===== src/rtl/adma_dm_axi_ar_sched_if.sv =====
// adma_dm_axi_ar_sched_if
//   Bundles every non-clock/reset signal of the AR scheduler:
//   - channel request port   : req_vld/req_rdy/req_addr/req_len/chn_arid
//   - AXI AR channel         : m_ar*
//   - R-handler txn port     : atx_chn_id/atx_arid/atx_arlen/atx_vld/atx_rdy
//   - R-handler completion   : rdone_vld/rdone_chn_id
//   - status                 : ostd_cnt
//   modport master : the scheduler (drives AR, txn info, grants)
//   modport slave  : the environment (channels, interconnect, R handler)
interface adma_dm_axi_ar_sched_if #(
  parameter int DMA_CHN_NUM  = 4,
  parameter int MST_ID_W     = 5,
  parameter int ADDR_W       = 32,
  parameter int ATX_LEN_W    = 8,
  parameter int ATX_SIZE_W   = 3,
  parameter int ATX_NUM_OSTD = DMA_CHN_NUM
);
  localparam int DMA_CHN_NUM_W = (DMA_CHN_NUM > 1) ? $clog2(DMA_CHN_NUM) : 1;
  localparam int OSTD_W        = $clog2(ATX_NUM_OSTD + 1);

  logic [DMA_CHN_NUM-1:0]           req_vld;
  logic [DMA_CHN_NUM-1:0]           req_rdy;
  logic [DMA_CHN_NUM*ADDR_W-1:0]    req_addr;
  logic [DMA_CHN_NUM*ATX_LEN_W-1:0] req_len;
  logic [DMA_CHN_NUM*MST_ID_W-1:0]  chn_arid;

  logic [MST_ID_W-1:0]   m_arid;
  logic [ADDR_W-1:0]     m_araddr;
  logic [ATX_LEN_W-1:0]  m_arlen;
  logic [ATX_SIZE_W-1:0] m_arsize;
  logic [1:0]            m_arburst;
  logic                  m_arvalid;
  logic                  m_arready;

  logic [DMA_CHN_NUM_W-1:0] atx_chn_id;
  logic [MST_ID_W-1:0]      atx_arid;
  logic [ATX_LEN_W-1:0]     atx_arlen;
  logic                     atx_vld;
  logic                     atx_rdy;

  logic                     rdone_vld;
  logic [DMA_CHN_NUM_W-1:0] rdone_chn_id;

  logic [OSTD_W-1:0] ostd_cnt;

  modport master (
    input  req_vld, req_addr, req_len, chn_arid, m_arready, atx_rdy,
           rdone_vld, rdone_chn_id,
    output req_rdy, m_arid, m_araddr, m_arlen, m_arsize, m_arburst,
           m_arvalid, atx_chn_id, atx_arid, atx_arlen, atx_vld, ostd_cnt
  );

  modport slave (
    output req_vld, req_addr, req_len, chn_arid, m_arready, atx_rdy,
           rdone_vld, rdone_chn_id,
    input  req_rdy, m_arid, m_araddr, m_arlen, m_arsize, m_arburst,
           m_arvalid, atx_chn_id, atx_arid, atx_arlen, atx_vld, ostd_cnt
  );
endinterface


===== src/rtl/adma_dm_axi_ar_sched.sv =====
// adma_dm_axi_ar_sched
//   Read-side AR scheduler of the AXI DMA datamover. Round-robin arbitrates
//   per-channel read-burst requests, issues them on the AXI AR channel and
//   hands {chn_id, arid, arlen} of each burst to the R handler. Tracks
//   outstanding bursts globally and per channel; the R handler frees a slot
//   through rdone_vld when the last beat of a burst is accepted.
//   Ports:
//     clk  : clock, rising edge
//     rst  : synchronous active-high reset
//     bus  : adma_dm_axi_ar_sched_if.master (requests, AR, txn info,
//            completion, ostd_cnt)
//
//   state | meaning
//   ------+----------------------------------------------------------------
//   IDLE  | arbitrating; grants one eligible channel and latches its burst
//   ISSUE | AR and txn-info valids held until both handshakes have completed
module adma_dm_axi_ar_sched #(
  parameter int DMA_CHN_NUM    = 4,
  parameter int MST_ID_W       = 5,
  parameter int ADDR_W         = 32,
  parameter int ATX_LEN_W      = 8,
  parameter int ATX_SIZE_W     = 3,
  parameter int ATX_SRC_DATA_W = 256,
  parameter int ATX_NUM_OSTD   = DMA_CHN_NUM,
  parameter int CHN_NUM_OSTD   = 2
) (
  input logic                   clk,
  input logic                   rst,
  adma_dm_axi_ar_sched_if.master bus
);
  localparam int DMA_CHN_NUM_W = (DMA_CHN_NUM > 1) ? $clog2(DMA_CHN_NUM) : 1;
  localparam int OSTD_W        = $clog2(ATX_NUM_OSTD + 1);
  localparam int CHN_CNT_W     = $clog2(CHN_NUM_OSTD + 1);
  localparam logic [ATX_SIZE_W-1:0] AR_SIZE = ATX_SIZE_W'($clog2(ATX_SRC_DATA_W / 8));

  typedef enum logic {
    IDLE  = 1'b0,
    ISSUE = 1'b1
  } state_t;

  state_t                   state_q;
  logic [DMA_CHN_NUM_W-1:0] ptr_q;
  logic [CHN_CNT_W-1:0]     chn_cnt_q [DMA_CHN_NUM];
  logic [OSTD_W-1:0]        ostd_q;
  logic [ADDR_W-1:0]        araddr_q;
  logic [ATX_LEN_W-1:0]     arlen_q;
  logic [MST_ID_W-1:0]      arid_q;
  logic [DMA_CHN_NUM_W-1:0] chn_q;
  logic                     arvalid_q;
  logic                     atxvld_q;

  logic [DMA_CHN_NUM-1:0]   elig;
  logic [DMA_CHN_NUM-1:0]   chn_inc;
  logic [DMA_CHN_NUM-1:0]   chn_dec;
  logic [DMA_CHN_NUM-1:0]   req_rdy_c;
  logic [DMA_CHN_NUM_W-1:0] cand_idx;
  logic [DMA_CHN_NUM_W-1:0] gnt_idx;
  logic                     gnt_any;
  logic                     gnt_fire;
  logic                     ostd_dec;
  logic                     ar_done;
  logic                     atx_done;
  logic                     rdone_zero;

  // Limits use the registered counts: a same-cycle completion only opens a
  // slot from the following cycle on.
  always_comb begin
    for (int i = 0; i < DMA_CHN_NUM; i++) begin
      elig[i] = bus.req_vld[i]
                && (chn_cnt_q[i] < CHN_CNT_W'(CHN_NUM_OSTD))
                && (ostd_q < OSTD_W'(ATX_NUM_OSTD));
    end
  end

  // Search from ptr+1 upward with wrap. Walking k downward lets the closest
  // candidate overwrite farther ones.
  always_comb begin
    gnt_any  = 1'b0;
    gnt_idx  = '0;
    cand_idx = '0;
    for (int k = DMA_CHN_NUM; k >= 1; k--) begin
      cand_idx = DMA_CHN_NUM_W'((int'(ptr_q) + k) % DMA_CHN_NUM);
      if (elig[cand_idx]) begin
        gnt_any = 1'b1;
        gnt_idx = cand_idx;
      end
    end
  end

  assign gnt_fire = (state_q == IDLE) && gnt_any && !rst;

  always_comb begin
    req_rdy_c = '0;
    if (gnt_fire) req_rdy_c[gnt_idx] = 1'b1;
  end

  // A completion against an empty channel counter is dropped, so the global
  // counter can never go below the sum of the per-channel ones.
  always_comb begin
    for (int i = 0; i < DMA_CHN_NUM; i++) begin
      chn_inc[i] = gnt_fire && (gnt_idx == DMA_CHN_NUM_W'(i));
      chn_dec[i] = bus.rdone_vld && (bus.rdone_chn_id == DMA_CHN_NUM_W'(i))
                   && (chn_cnt_q[i] != '0);
    end
  end

  assign ostd_dec   = |chn_dec;
  assign rdone_zero = bus.rdone_vld && !ostd_dec;
  assign ar_done    = !arvalid_q || bus.m_arready;
  assign atx_done   = !atxvld_q || bus.atx_rdy;

  always_ff @(posedge clk) begin
    if (rst) begin
      state_q   <= IDLE;
      ptr_q     <= DMA_CHN_NUM_W'(DMA_CHN_NUM - 1);
      ostd_q    <= '0;
      araddr_q  <= '0;
      arlen_q   <= '0;
      arid_q    <= '0;
      chn_q     <= '0;
      arvalid_q <= 1'b0;
      atxvld_q  <= 1'b0;
      for (int i = 0; i < DMA_CHN_NUM; i++) chn_cnt_q[i] <= '0;
    end else begin
      for (int i = 0; i < DMA_CHN_NUM; i++) begin
        case ({chn_inc[i], chn_dec[i]})
          2'b10:   chn_cnt_q[i] <= chn_cnt_q[i] + CHN_CNT_W'(1);
          2'b01:   chn_cnt_q[i] <= chn_cnt_q[i] - CHN_CNT_W'(1);
          default: chn_cnt_q[i] <= chn_cnt_q[i];
        endcase
      end
      case ({gnt_fire, ostd_dec})
        2'b10:   ostd_q <= ostd_q + OSTD_W'(1);
        2'b01:   ostd_q <= ostd_q - OSTD_W'(1);
        default: ostd_q <= ostd_q;
      endcase

      case (state_q)
        IDLE: begin
          if (gnt_fire) begin
            ptr_q     <= gnt_idx;
            chn_q     <= gnt_idx;
            araddr_q  <= bus.req_addr[gnt_idx*ADDR_W +: ADDR_W];
            arlen_q   <= bus.req_len[gnt_idx*ATX_LEN_W +: ATX_LEN_W];
            arid_q    <= bus.chn_arid[gnt_idx*MST_ID_W +: MST_ID_W];
            arvalid_q <= 1'b1;
            atxvld_q  <= 1'b1;
            state_q   <= ISSUE;
          end
        end
        ISSUE: begin
          if (arvalid_q && bus.m_arready) arvalid_q <= 1'b0;
          if (atxvld_q && bus.atx_rdy) atxvld_q <= 1'b0;
          if (ar_done && atx_done) state_q <= IDLE;
        end
        default: state_q <= IDLE;
      endcase
    end
  end

  assign bus.req_rdy    = req_rdy_c;
  assign bus.m_arid     = arid_q;
  assign bus.m_araddr   = araddr_q;
  assign bus.m_arlen    = arlen_q;
  assign bus.m_arsize   = AR_SIZE;
  assign bus.m_arburst  = 2'b01;
  assign bus.m_arvalid  = arvalid_q;
  assign bus.atx_chn_id = chn_q;
  assign bus.atx_arid   = arid_q;
  assign bus.atx_arlen  = arlen_q;
  assign bus.atx_vld    = atxvld_q;
  assign bus.ostd_cnt   = ostd_q;

  // Simulation-only: a completion with nothing outstanding on that channel
  // points at an R-handler bookkeeping bug.
  a_rdone_has_ostd: assert property (@(posedge clk) disable iff (rst) !rdone_zero);

endmodule


===== src/flat_wrapper.sv =====
// flat-port wrapper written by rule: the top's interface ports become plain ports
module adma_dm_axi_ar_sched_flat 
#(
  parameter int DMA_CHN_NUM    = 4,
  parameter int MST_ID_W       = 5,
  parameter int ADDR_W         = 32,
  parameter int ATX_LEN_W      = 8,
  parameter int ATX_SIZE_W     = 3,
  parameter int ATX_SRC_DATA_W = 256,
  parameter int ATX_NUM_OSTD   = DMA_CHN_NUM,
  parameter int CHN_NUM_OSTD   = 2
)
  (clk, rst, bus_req_vld, bus_req_addr, bus_req_len, bus_chn_arid, bus_m_arready, bus_atx_rdy, bus_rdone_vld, bus_rdone_chn_id, bus_req_rdy, bus_m_arid, bus_m_araddr, bus_m_arlen, bus_m_arsize, bus_m_arburst, bus_m_arvalid, bus_atx_chn_id, bus_atx_arid, bus_atx_arlen, bus_atx_vld, bus_ostd_cnt);
  adma_dm_axi_ar_sched_if #(.DMA_CHN_NUM(DMA_CHN_NUM), .MST_ID_W(MST_ID_W), .ADDR_W(ADDR_W), .ATX_LEN_W(ATX_LEN_W), .ATX_SIZE_W(ATX_SIZE_W), .ATX_NUM_OSTD(ATX_NUM_OSTD)) bus_i ();
  input logic clk;
  input logic rst;
  input wire logic [$bits(bus_i.req_vld)-1:0] bus_req_vld;
  input wire logic [$bits(bus_i.req_addr)-1:0] bus_req_addr;
  input wire logic [$bits(bus_i.req_len)-1:0] bus_req_len;
  input wire logic [$bits(bus_i.chn_arid)-1:0] bus_chn_arid;
  input wire logic [$bits(bus_i.m_arready)-1:0] bus_m_arready;
  input wire logic [$bits(bus_i.atx_rdy)-1:0] bus_atx_rdy;
  input wire logic [$bits(bus_i.rdone_vld)-1:0] bus_rdone_vld;
  input wire logic [$bits(bus_i.rdone_chn_id)-1:0] bus_rdone_chn_id;
  output wire logic [$bits(bus_i.req_rdy)-1:0] bus_req_rdy;
  output wire logic [$bits(bus_i.m_arid)-1:0] bus_m_arid;
  output wire logic [$bits(bus_i.m_araddr)-1:0] bus_m_araddr;
  output wire logic [$bits(bus_i.m_arlen)-1:0] bus_m_arlen;
  output wire logic [$bits(bus_i.m_arsize)-1:0] bus_m_arsize;
  output wire logic [$bits(bus_i.m_arburst)-1:0] bus_m_arburst;
  output wire logic [$bits(bus_i.m_arvalid)-1:0] bus_m_arvalid;
  output wire logic [$bits(bus_i.atx_chn_id)-1:0] bus_atx_chn_id;
  output wire logic [$bits(bus_i.atx_arid)-1:0] bus_atx_arid;
  output wire logic [$bits(bus_i.atx_arlen)-1:0] bus_atx_arlen;
  output wire logic [$bits(bus_i.atx_vld)-1:0] bus_atx_vld;
  output wire logic [$bits(bus_i.ostd_cnt)-1:0] bus_ostd_cnt;
  assign bus_i.req_vld = bus_req_vld;
  assign bus_i.req_addr = bus_req_addr;
  assign bus_i.req_len = bus_req_len;
  assign bus_i.chn_arid = bus_chn_arid;
  assign bus_i.m_arready = bus_m_arready;
  assign bus_i.atx_rdy = bus_atx_rdy;
  assign bus_i.rdone_vld = bus_rdone_vld;
  assign bus_i.rdone_chn_id = bus_rdone_chn_id;
  assign bus_req_rdy = bus_i.req_rdy;
  assign bus_m_arid = bus_i.m_arid;
  assign bus_m_araddr = bus_i.m_araddr;
  assign bus_m_arlen = bus_i.m_arlen;
  assign bus_m_arsize = bus_i.m_arsize;
  assign bus_m_arburst = bus_i.m_arburst;
  assign bus_m_arvalid = bus_i.m_arvalid;
  assign bus_atx_chn_id = bus_i.atx_chn_id;
  assign bus_atx_arid = bus_i.atx_arid;
  assign bus_atx_arlen = bus_i.atx_arlen;
  assign bus_atx_vld = bus_i.atx_vld;
  assign bus_ostd_cnt = bus_i.ostd_cnt;
  adma_dm_axi_ar_sched #(.DMA_CHN_NUM(DMA_CHN_NUM), .MST_ID_W(MST_ID_W), .ADDR_W(ADDR_W), .ATX_LEN_W(ATX_LEN_W), .ATX_SIZE_W(ATX_SIZE_W), .ATX_SRC_DATA_W(ATX_SRC_DATA_W), .ATX_NUM_OSTD(ATX_NUM_OSTD), .CHN_NUM_OSTD(CHN_NUM_OSTD)) u_core (.clk(clk), .rst(rst), .bus(bus_i));
endmodule

===== config.mk =====
export PLATFORM = sky130hd
export DESIGN_NAME = adma_dm_axi_ar_sched_flat
export DESIGN_NICKNAME = d
export VERILOG_FILES = /design/src/rtl/adma_dm_axi_ar_sched_if.sv /design/src/rtl/adma_dm_axi_ar_sched.sv /design/src/flat_wrapper.sv
export SDC_FILE = /design/constraint.sdc
export NUM_CORES = 1
export LEC_CHECK = 0
export CAP_MARGIN = 20
export CORE_ASPECT_RATIO = 1.1
export CORE_MARGIN = 2
export CORE_UTILIZATION = 36
export DETAILED_ROUTE_END_ITERATION = 8
export PLACE_DENSITY_LB_ADDON = 0.05
export SKIP_CTS_REPAIR_TIMING = 1
export SLEW_MARGIN = 20
export SYNTH_ARGS = -nofsm -noshare
export SYNTH_HDL_FRONTEND = slang
export SYNTH_SLANG_ARGS = --single-unit

===== constraint.sdc =====
create_clock -name clk -period 3.6 [get_ports clk]
set_input_delay 0.72 -clock clk [delete_from_list [all_inputs] [get_ports clk]]
set_output_delay 0.72 -clock clk [all_outputs]
set_load 0.1 [all_outputs]

Yosys cells after proc, flatten, opt, wreduce, memory -nomap -nowiden
Memory sizes are Yosys's and may differ from the RTL's.
Cells that the tools add are included.
{ "word_totals": {"reg_bits": 55, "latch_bits": 0, "ramBits": 8, "rom_bits": 0, "inputBits": 191, "output_inout_bits": 74, "word_cells": 195, "mem_count": 1} }
{ "memory_table": {"columns": ["memory", "depth", "width", "read_ports", "rd_clocked_by_memory_dff", "wr", "line", "source"], "rows": [
  ["u_core.chn_cnt_q", 4, 2, 4, 0, 4, "adma_dm_axi_ar_sched.sv:43", "logic [CHN_CNT_W-1:0] chn_cnt_q [DMA_CHN_NUM];"]
]} }
{ "op_classes": {"add_sub_neg": 14, "multipliers": 1, "n_div": 0, "n_lt_le_gt_ge": 11, "eq_ne": 19, "shift": 3, "muxes": 78, "bitwise": 13, "reduce_logical": 46} }
{ "op_table": {"columns": ["operator", "n"], "rows": [
  ["indexed part select 128 x 8 -> 32 bit", 1],
  ["2-to-1 mux 1 bit", 52],
  ["2-to-1 mux 2 bit", 16],
  ["indexed part select 32 x 6 -> 8 bit", 1],
  ["logical AND 1 bit", 26],
  ["indexed part select 20 x 6 -> 5 bit", 1],
  ["equality test 2 bit, second input constant", 9],
  ["< comparator 2 x 3 -> 1 bit, second input constant", 5],
  ["equality test 2 x 1 -> 1 bit, second input constant", 7],
  ["adder 2 x 1 -> 2 bit, second input constant", 6],
  ["bitwise OR 1 bit", 12],
  ["nonzero test 2 bit", 5],
  ["binary-select mux 1 bit (select 2 bit)", 4],
  ["< comparator 2 bit, second input constant", 4],
  ["OR reduction 2 bit", 4],
  ["subtractor 2 x 1 -> 2 bit, second input constant", 4],
  ["one-hot mux 1 bit (2 select lines)", 3],
  ["one-hot mux 3 bit (2 select lines)", 1],
  ["AND reduction 2 bit", 3],
  ["multiplier 2 x 3 -> 5 bit, second input constant", 1],
  ["adder 2 bit, second input constant", 2],
  ["logical NOT 2 bit", 2],
  ["2-to-1 mux 4 bit", 1],
  ["inequality test 2 bit, second input constant", 2],
  ["10 further kinds", 13]
]} }

Logic depth before layout (Yosys ltp)
Gate-level depths: netlist of the first run.
An unclocked memory read counts as a cell.
{ "logic_depth": {"ltp_word": 20, "depth_mapped": 13, "depth_no_buf": 11} }

Worst setup path before layout of the first run
Ideal clock, no wire load.
{ "synth_timing": {"path_kind": "register to register", "start": "register u_core.ostd_q[2], in the netlist u_core.bus.ostd_cnt[2]", "end": "memory u_core.chn_cnt_q[3][0] (netlist name), enable pin", "setup_ns": 0.327, "t_arrival_ns": 3.508, "t_required_ns": 3.273, "setup_slack_ns": -0.235, "path_stages_with_launch": 12, "path_buffers": 3, "synth_period_minus_slack_ns": 3.835, "path_cell_list": "dfxtp_1 -> clkbuf_1 -> or2_1 -> nor3_2 -> and4b_1 -> buf_2 -> clkbuf_1 -> nand3_1 -> inv_1 -> ha_1 -> nor2_1 -> o21ai_0"} }
{ "synth_lines": {"columns": ["item", "line", "source"], "rows": [
  ["from (decl)", "adma_dm_axi_ar_sched.sv:44", "logic [OSTD_W-1:0] ostd_q;"],
  ["from (signal assigned)", "adma_dm_axi_ar_sched.sv:133", "2'b10: ostd_q <= ostd_q + OSTD_W'(1);"],
  ["from (signal assigned)", "adma_dm_axi_ar_sched.sv:134", "2'b01: ostd_q <= ostd_q - OSTD_W'(1);"],
  ["from (signal assigned)", "adma_dm_axi_ar_sched.sv:135", "default: ostd_q <= ostd_q;"],
  ["to (decl)", "adma_dm_axi_ar_sched.sv:43", null]
]} }

Worst setup path in the final report of the first run
{ "layout_timing": {"start": "input port bus_req_vld[0]", "end": "output port bus_req_rdy[3]"} }
{ "layout_via": {"elab_chain_cells": 13, "word_cells_on_any_way": 26, "classes_between": "order compare: 2; mux: 19; reduce/logical: 5"} }
{ "layout_rtl": {"columns": ["item", "line", "source"], "rows": [
  ["from (decl)", "flat_wrapper.sv:17", "input wire logic [$bits(bus_i.req_vld)-1:0] bus_req_vld;"],
  ["logical AND 1 bit *", "adma_dm_axi_ar_sched.sv:70", "&& (chn_cnt_q[i] < CHN_CNT_W'(CHN_NUM_OSTD))"],
  ["logical AND 1 bit *", "adma_dm_axi_ar_sched.sv:71", "&& (ostd_q < OSTD_W'(ATX_NUM_OSTD));"],
  ["binary-select mux 1 bit (select 2 bit)", "adma_dm_axi_ar_sched.sv:83", "if (elig[cand_idx]) begin"],
  ["2-to-1 mux 1 bit (not written as such)", "adma_dm_axi_ar_sched.sv:83", null],
  ["2-to-1 mux 2 bit (4 in a row)", "adma_dm_axi_ar_sched.sv:83", null],
  ["< comparator 2 x 3 -> 1 bit (not written as such) / >= comparator 2 x 1 -> 1 bit (equally long branches)", "adma_dm_axi_ar_sched.sv:94", "if (gnt_fire) req_rdy_c[gnt_idx] = 1'b1;"],
  ["logical AND 1 bit (not written as such)", "adma_dm_axi_ar_sched.sv:94", null],
  ["2-to-1 mux 1 bit (not written as such)", "adma_dm_axi_ar_sched.sv:94", null],
  ["demux 1 bit (select 2 bit)", null, null],
  ["2-to-1 mux 4 bit *", "adma_dm_axi_ar_sched.sv:94", null],
  ["to (decl)", "flat_wrapper.sv:25", "output wire logic [$bits(bus_i.req_rdy)-1:0] bus_req_rdy;"]
]} }
Mark *: on every way between the ends. The rest lies on a longest branch, timed or not. The select of a mux whose other input is x is not followed.

==> results of run 1 <==
stage by stage:
stage	instance area [um2]	power [mW]	hold slack, ns	instances	util, %
detailed placement	6420	5.57	0.455	743	61.8
CTS	6740	6.53	0.463	759	64.9
global placement	6420	5.53	0.440	743	61.8
global route	6800	6.80	0.486	762	65.4
finish	6800	6.54	0.462	762	65.4
floorplan	3850	4.59	0.503	387	-
critical path, delay by kind of cell:
kind	cells	cell delay, ns
buffers and inverters	3	0.79
and+or+nand+nor	5	1.25
per-layer routing:
layer  vias to the layer above  share of wire, %  GRT usage (%)
li1                       2042                 -              -
met3                        24               9.1           7.66
met5                         -                 0              0
met2                       223                52           43.2
met4                         0               2.5           10.5
met1                      2099                36           26.7
state kept, by name, summed over array words and instances (netlist names):
name / cells
u_core.bus.ostd_cnt: 3
u_core.bus.m_araddr: 32
u_core.bus.atx_chn_id: 2
u_core.state_q: 1
u_core.ptr_q: 2
u_core.bus.atx_arlen: 8
u_core.chn_cnt_q: 8
u_core.bus.atx_vld: 1
u_core.bus.m_arvalid: 1
u_core.bus.atx_arid: 5
worst max path at each step:
stage                         startpoint                      to  cells after the start
after floorplan           bus_req_vld[3]  u_core.chn_cnt_q[2][1]                     11
after global placement    bus_req_vld[0]          bus_req_rdy[3]                      8
after detailed placement  bus_req_vld[0]          bus_req_rdy[3]                      8
after CTS                 bus_req_vld[0]          bus_req_rdy[3]                      8
after global routing      bus_req_vld[0]          bus_req_rdy[3]                      8
final                     bus_req_vld[0]          bus_req_rdy[3]                      8
cell type report:
class,count,area (um2),area share [%]
clock inverters,7,96.3,1.42
inverters,18,78.8,1.16
repair buffers,272,2750,40.4
flip-flops and latches,63,1340,19.7
clock buffers,9,225,3.31
well taps,143,179,2.63
multi-input cells,250,2130,31.3
cell usage in the layout (no fill, tap or decap), types with 3 or more instances in the layout:
| cell type | n |
|---|---|
| a222oi_1 | 90 |
| nor3_1 | 13 |
| xnor2_1 | 3 |
| conb_1 | 5 |
| inv_1 | 15 |
| nand2b_1 | 4 |
| a31o_2 | 3 |
| nor2b_1 | 3 |
| buf_4 | 14 |
| clkinvlp_4 | 4 |
| ha_1 | 10 |
| nand2_2 | 3 |
| mux2i_1 | 45 |
| dfxtp_1 | 54 |
| clkdlybuf4s50_1 | 252 |
| clkbuf_16 | 9 |
| nor2_1 | 22 |
| edfxtp_1 | 8 |
| buf_12 | 6 |
| o21ai_0 | 5 |
| nand2_1 | 5 |
| a21oi_1 | 8 |
cell families (layout without fill, tap and decap cells):
logic type / count (synthesis) / in the layout
adders and majority gates: 11 / 11
xor gates and xnor gates: 5 / 5
muxes: 45 / 45
AOI/OAI and AO/OA: 117 / 117
other: 2 / 5
buffers and inverters: 74 / 306
and+or+nand+nor: 67 / 67
DFF: 63 / 63
power by group through the flow:
stage                     registers [mW]  logic, mW  clock network (mW)
after global routing                1.29       4.51               0.991
after floorplan                     2.99       1.60                   0
after detailed placement            1.25       4.32                   0
after global placement              1.24       4.29                   0
final                               1.25       4.35               0.940
after CTS                           1.25       4.33               0.957
==> flow_summary.toml, run 1 <==
[clocking]
cts_tree = "yes"
clk_latency_ns = 0.33
ctsHtreeMaxLevel = 3
cts_root_buf = "clkbuf_16"
cts_max_path_buffers = 2
cts.sinks = 63
clk_pin_slew_ns = 0.05
cts_buffers = 9

[worst_hold_path]
hp-class = "reg -> reg"
min_path_cells = 2
hp-start = "u_core.bus.atx_chn_id[0]"
min_to = "u_core.bus.atx_chn_id[0]"

[global_route]
grt_pass1_wl_mm = 22.0
overflow = 0
antenna_found_initial = 0
grt_max_degree = 66
track_usage_pct = 24.5
grt_pass1_vias = 4430

[timing]
layout_min_cycle_time_ns = 3.50
fin_ws_ns = 0.0962
max_slew_margin_pct = 32.0
hold_viol = 0
tns_ns = 0
drv_slew = 0
fmax_ghz = 0.285
finalSetupViolCount = 0
tightestPinTransition_ns = 1.02
skew_ns = 0.00582
period_share_pct = 97.3

[worst_setup_path]
r2r_end = "u_core.chn_cnt_q[0][1]"
reg2reg_slack_ns = 0.83
cpMaxStageDelayCell = "clkdlybuf4s50_1"
required_ns = 2.88
startpoint_type = "input pin"
worstReg2RegStart = "u_core.chn_cnt_q[2][1]"
cp_max_fo = 5
critical_path_arrival_ns = 2.78
setup.worst_path.class = "in -> out"
reg2regPathDepth = 7
end_kind = "primary output"
cp_slowest_stage_delay_ns = 0.45
path_cells = "clkdlybuf4s50_1 > nor2b_1 > nor4_1 > nor3_2 > and4b_2 > nand3_1 > clkinvlp_4 > buf_12"

[logic_synthesis]
synth-seq-cells = 63
synth-simple-area-share_pct = 8.83
synthArstFlopShare_pct = 0
synth_top_family_by_area = "compound AO/OA/AOI/OAI gates"
synth_flop_cell = "dfxtp_1"
synth_adder_area_share_pct = 3.79
synth_most_common_cell = "a222oi_1"
synth_top_cell_by_area = "dfxtp_1"
synth_area_leaders = "dfxtp_1 29%, a222oi_1 24%, mux2i_1 12%"
synth-xor-area-share_pct = 1.14
ys_top_cells_by_count = "90 x a222oi_1, 55 x dfxtp_1, 45 x mux2i_1, 23 x clkbuf_1, 23 x nor2_1"
synth.cell_area_um2 = 3820
avgSynthCellArea_um2 = 9.96
yosysSeqAreaShare_pct = 35.1
yosysWarnings = 0
postSynthCellCount = 384
synth_compound_area_share_pct = 28.4
synth_edf_count = 8
synthMuxAreaShare_pct = 11.8
ys_types = 46
synth_top_area_share_pct = 28.8

[power]
p_sw_mw = 3.72
seqPwrFrac_pct = 19.1
p_clk_share_pct = 14.4
powerDensity_nw_per_um2 = 962
power.internal_mw = 2.82
pwr-share-comb_pct = 66.5
vdd_drop_max_mv = 0.681
swShare_pct = 56.9
leakagePower_nw = 2.63

[die]
num_rows = 39
coreArea_um2 = 10400
start_util_pct = 36.8
io_pins = 265
fp.dieArea_um2 = 11500
die_w_um = 102
die_height_um = 112

[routing]
drc = 4
drt-vias-per-instance = 5.76
dr.pass1.iters = 9
ant_nets = 0
detail_route.wl_per_cell_um = 19.3
first_iter_violations = 420
num_vias = 4388
drt-total-wl_mm = 14.7

[placed_design]
gp_congestion = 0.876
portBuffers = 259
preCtsSetupSlack_ns = -0.0122
hpwl_mm = 10.8

[cells_and_area]
fillers = 882
drive_gt1_share_pct = 8.72
area_growth_pct = 77.8
diodes = 0
fin_nets = 816

[outcome]
status = "complete, but fails checks"
violations = "design-rule violations"

[flow_run]
drv_cap = 0
No activity file was read; power rests on OpenSTA's default activity.
==> inputs of run 2 (changes only) <==
==> constraint.sdc (replaced) <==
create_clock -name clk -period 3.6 [get_ports clk]
set_input_delay 0.54 -clock clk [delete_from_list [all_inputs] [get_ports clk]]
set_output_delay 0.54 -clock clk [all_outputs]
set_load 0.1 [all_outputs]
==> run 2 against run 1 <==
Effect of this change: via count is 0.64% lower; core utilization is 1.0 points lower; die area stayed put; global-route usage is 0.20 points lower; register-to-register slack worse by 0.03 ns; cell count is 0.79% lower; combinational power is 1% lower; highest routed layer unchanged; the run still ends with design-rule violations left; hold slack worse by 0.00097 ns; largest power group unchanged; first-iteration DRC count is 24% higher.
==> flow_summary.toml, run 2 (synthesis gave the netlist of run 1 again) <==
[die]
num_rows = 39
start_util_pct = 36.8
coreArea_um2 = 10400
die_height_um = 112
io_pins = 265
die_w_um = 102
fp.dieArea_um2 = 11500

[clocking]
cts.sinks = 63
cts_root_buf = "clkbuf_16"
clk_latency_ns = 0.33
cts_buffers = 9
cts_max_path_buffers = 2
ctsHtreeMaxLevel = 3
cts_tree = "yes"
clk_pin_slew_ns = 0.05

[timing]
layout_min_cycle_time_ns = 3.29
skew_ns = 0.00938
finalSetupViolCount = 0
fmax_ghz = 0.304
hold_viol = 0
period_share_pct = 91.4
rsz0062_at_grt = "no"
max_slew_margin_pct = 28.4
tns_ns = 0
drv_slew = 0
tightestPinTransition_ns = 1.07
fin_ws_ns = 0.310

[cells_and_area]
diodes = 0
fin_util_pct = 64.4
fin_cells = 756
fin_nets = 810
area_growth_pct = 74.9
drive_gt1_share_pct = 6.04
final_common_cell = "clkdlybuf4s50_1"
largest_register_ff_count = 32
final_cell_mix = "255 x clkdlybuf4s50_1, 90 x a222oi_1, 54 x dfxtp_1"

[placed_design]
dp.cells = 740
portBuffers = 259
preCtsSetupSlack_ns = 0.233
hpwl_mm = 10.4
gp_congestion = 0.840

[global_route]
grt_pass1_wl_mm = 21.8
overflow = 0
track_usage_pct = 24.3
grt_pass1_vias = 4455
antenna_found_initial = 0
grt_max_degree = 78

[worst_setup_path]
cpMaxStageDelayCell = "clkdlybuf4s50_1"
required_ns = 3.06
cp_slowest_stage_delay_ns = 0.50
cp_max_fo = 8
startpoint_type = "input pin"
path_cells = "clkdlybuf4s50_1 > nor2b_1 > nor4_1 > nor3_2 > and4b_2 > nand3_1 > clkinvlp_4 > buf_12"
setup.worst_path.class = "in -> out"
end_kind = "primary output"
critical_path_arrival_ns = 2.75

[outcome]
status = "complete, but fails checks"
violations = "design-rule violations"

[routing]
num_vias = 4360
drt-total-wl_mm = 14.3
drt-vias-per-instance = 5.77
detail_route.wl_per_cell_um = 18.9
ant_nets = 0
drc = 4
dr.pass1.iters = 9
first_iter_violations = 519

[flow_run]
drv_cap = 0

[power]
powerDensity_nw_per_um2 = 962
power.total_mw = 6.44
vdd_drop_max_mv = 0.615
leakagePower_nw = 2.58

[worst_hold_path]
hp-class = "reg -> reg"
-- run 2: routing by layer --
layer | routed length [um] | GRT usage, %
met4 | 416 | 10.8
met1 | 5130 | 26.4
met2 | 7320 | 42.5
met3 | 1420 | 8.03
met5 | 0 | 0
-- run 2: worst max-delay path: cells and delay by family --
kind | cells | cell delay, ns
AND/OR/NAND/NOR | 5 | 1.36
buffers and inverters | 3 | 0.84
-- run 2: path summary, 6_finish.rpt --
kind                       startpoint  depth (start not counted)                  endpoint  slack (ns)
min          u_core.bus.atx_chn_id[1]                          1  u_core.bus.atx_chn_id[1]        0.46
max reg2reg    u_core.chn_cnt_q[1][1]                          9    u_core.chn_cnt_q[3][0]        0.80
min reg2reg  u_core.bus.atx_chn_id[1]                          1  u_core.bus.atx_chn_id[1]        0.46
max                    bus_req_vld[3]                          8            bus_req_rdy[3]        0.31
-- run 2: where the power goes --
part / switching, mW / internal [mW]
clock: 0.311 / 0.576
combinational: 3.11 / 1.19
sequential: 0.252 / 0.995
total: 3.67 / 2.76
-- run 2: through the flow --
step | hold slack, ns | instance area (um2)
after floorplan | 0.503 | 3840
after global placement | 0.437 | 6390
after detailed placement | 0.448 | 6390
after CTS | 0.457 | 6690
after global routing | 0.488 | 6690
final | 0.461 | 6690
-- run 2: final cells by class --
cell class,instances,area (um2)
Fill cell,886,3700
Tap cell,143,179
Clock inverter,3,40.0
Sequential cell,63,1340
Multi-Input combinational cell,250,2100
Timing Repair Buffer,266,2700
Clock buffer,13,262
Inverter,18,75.1
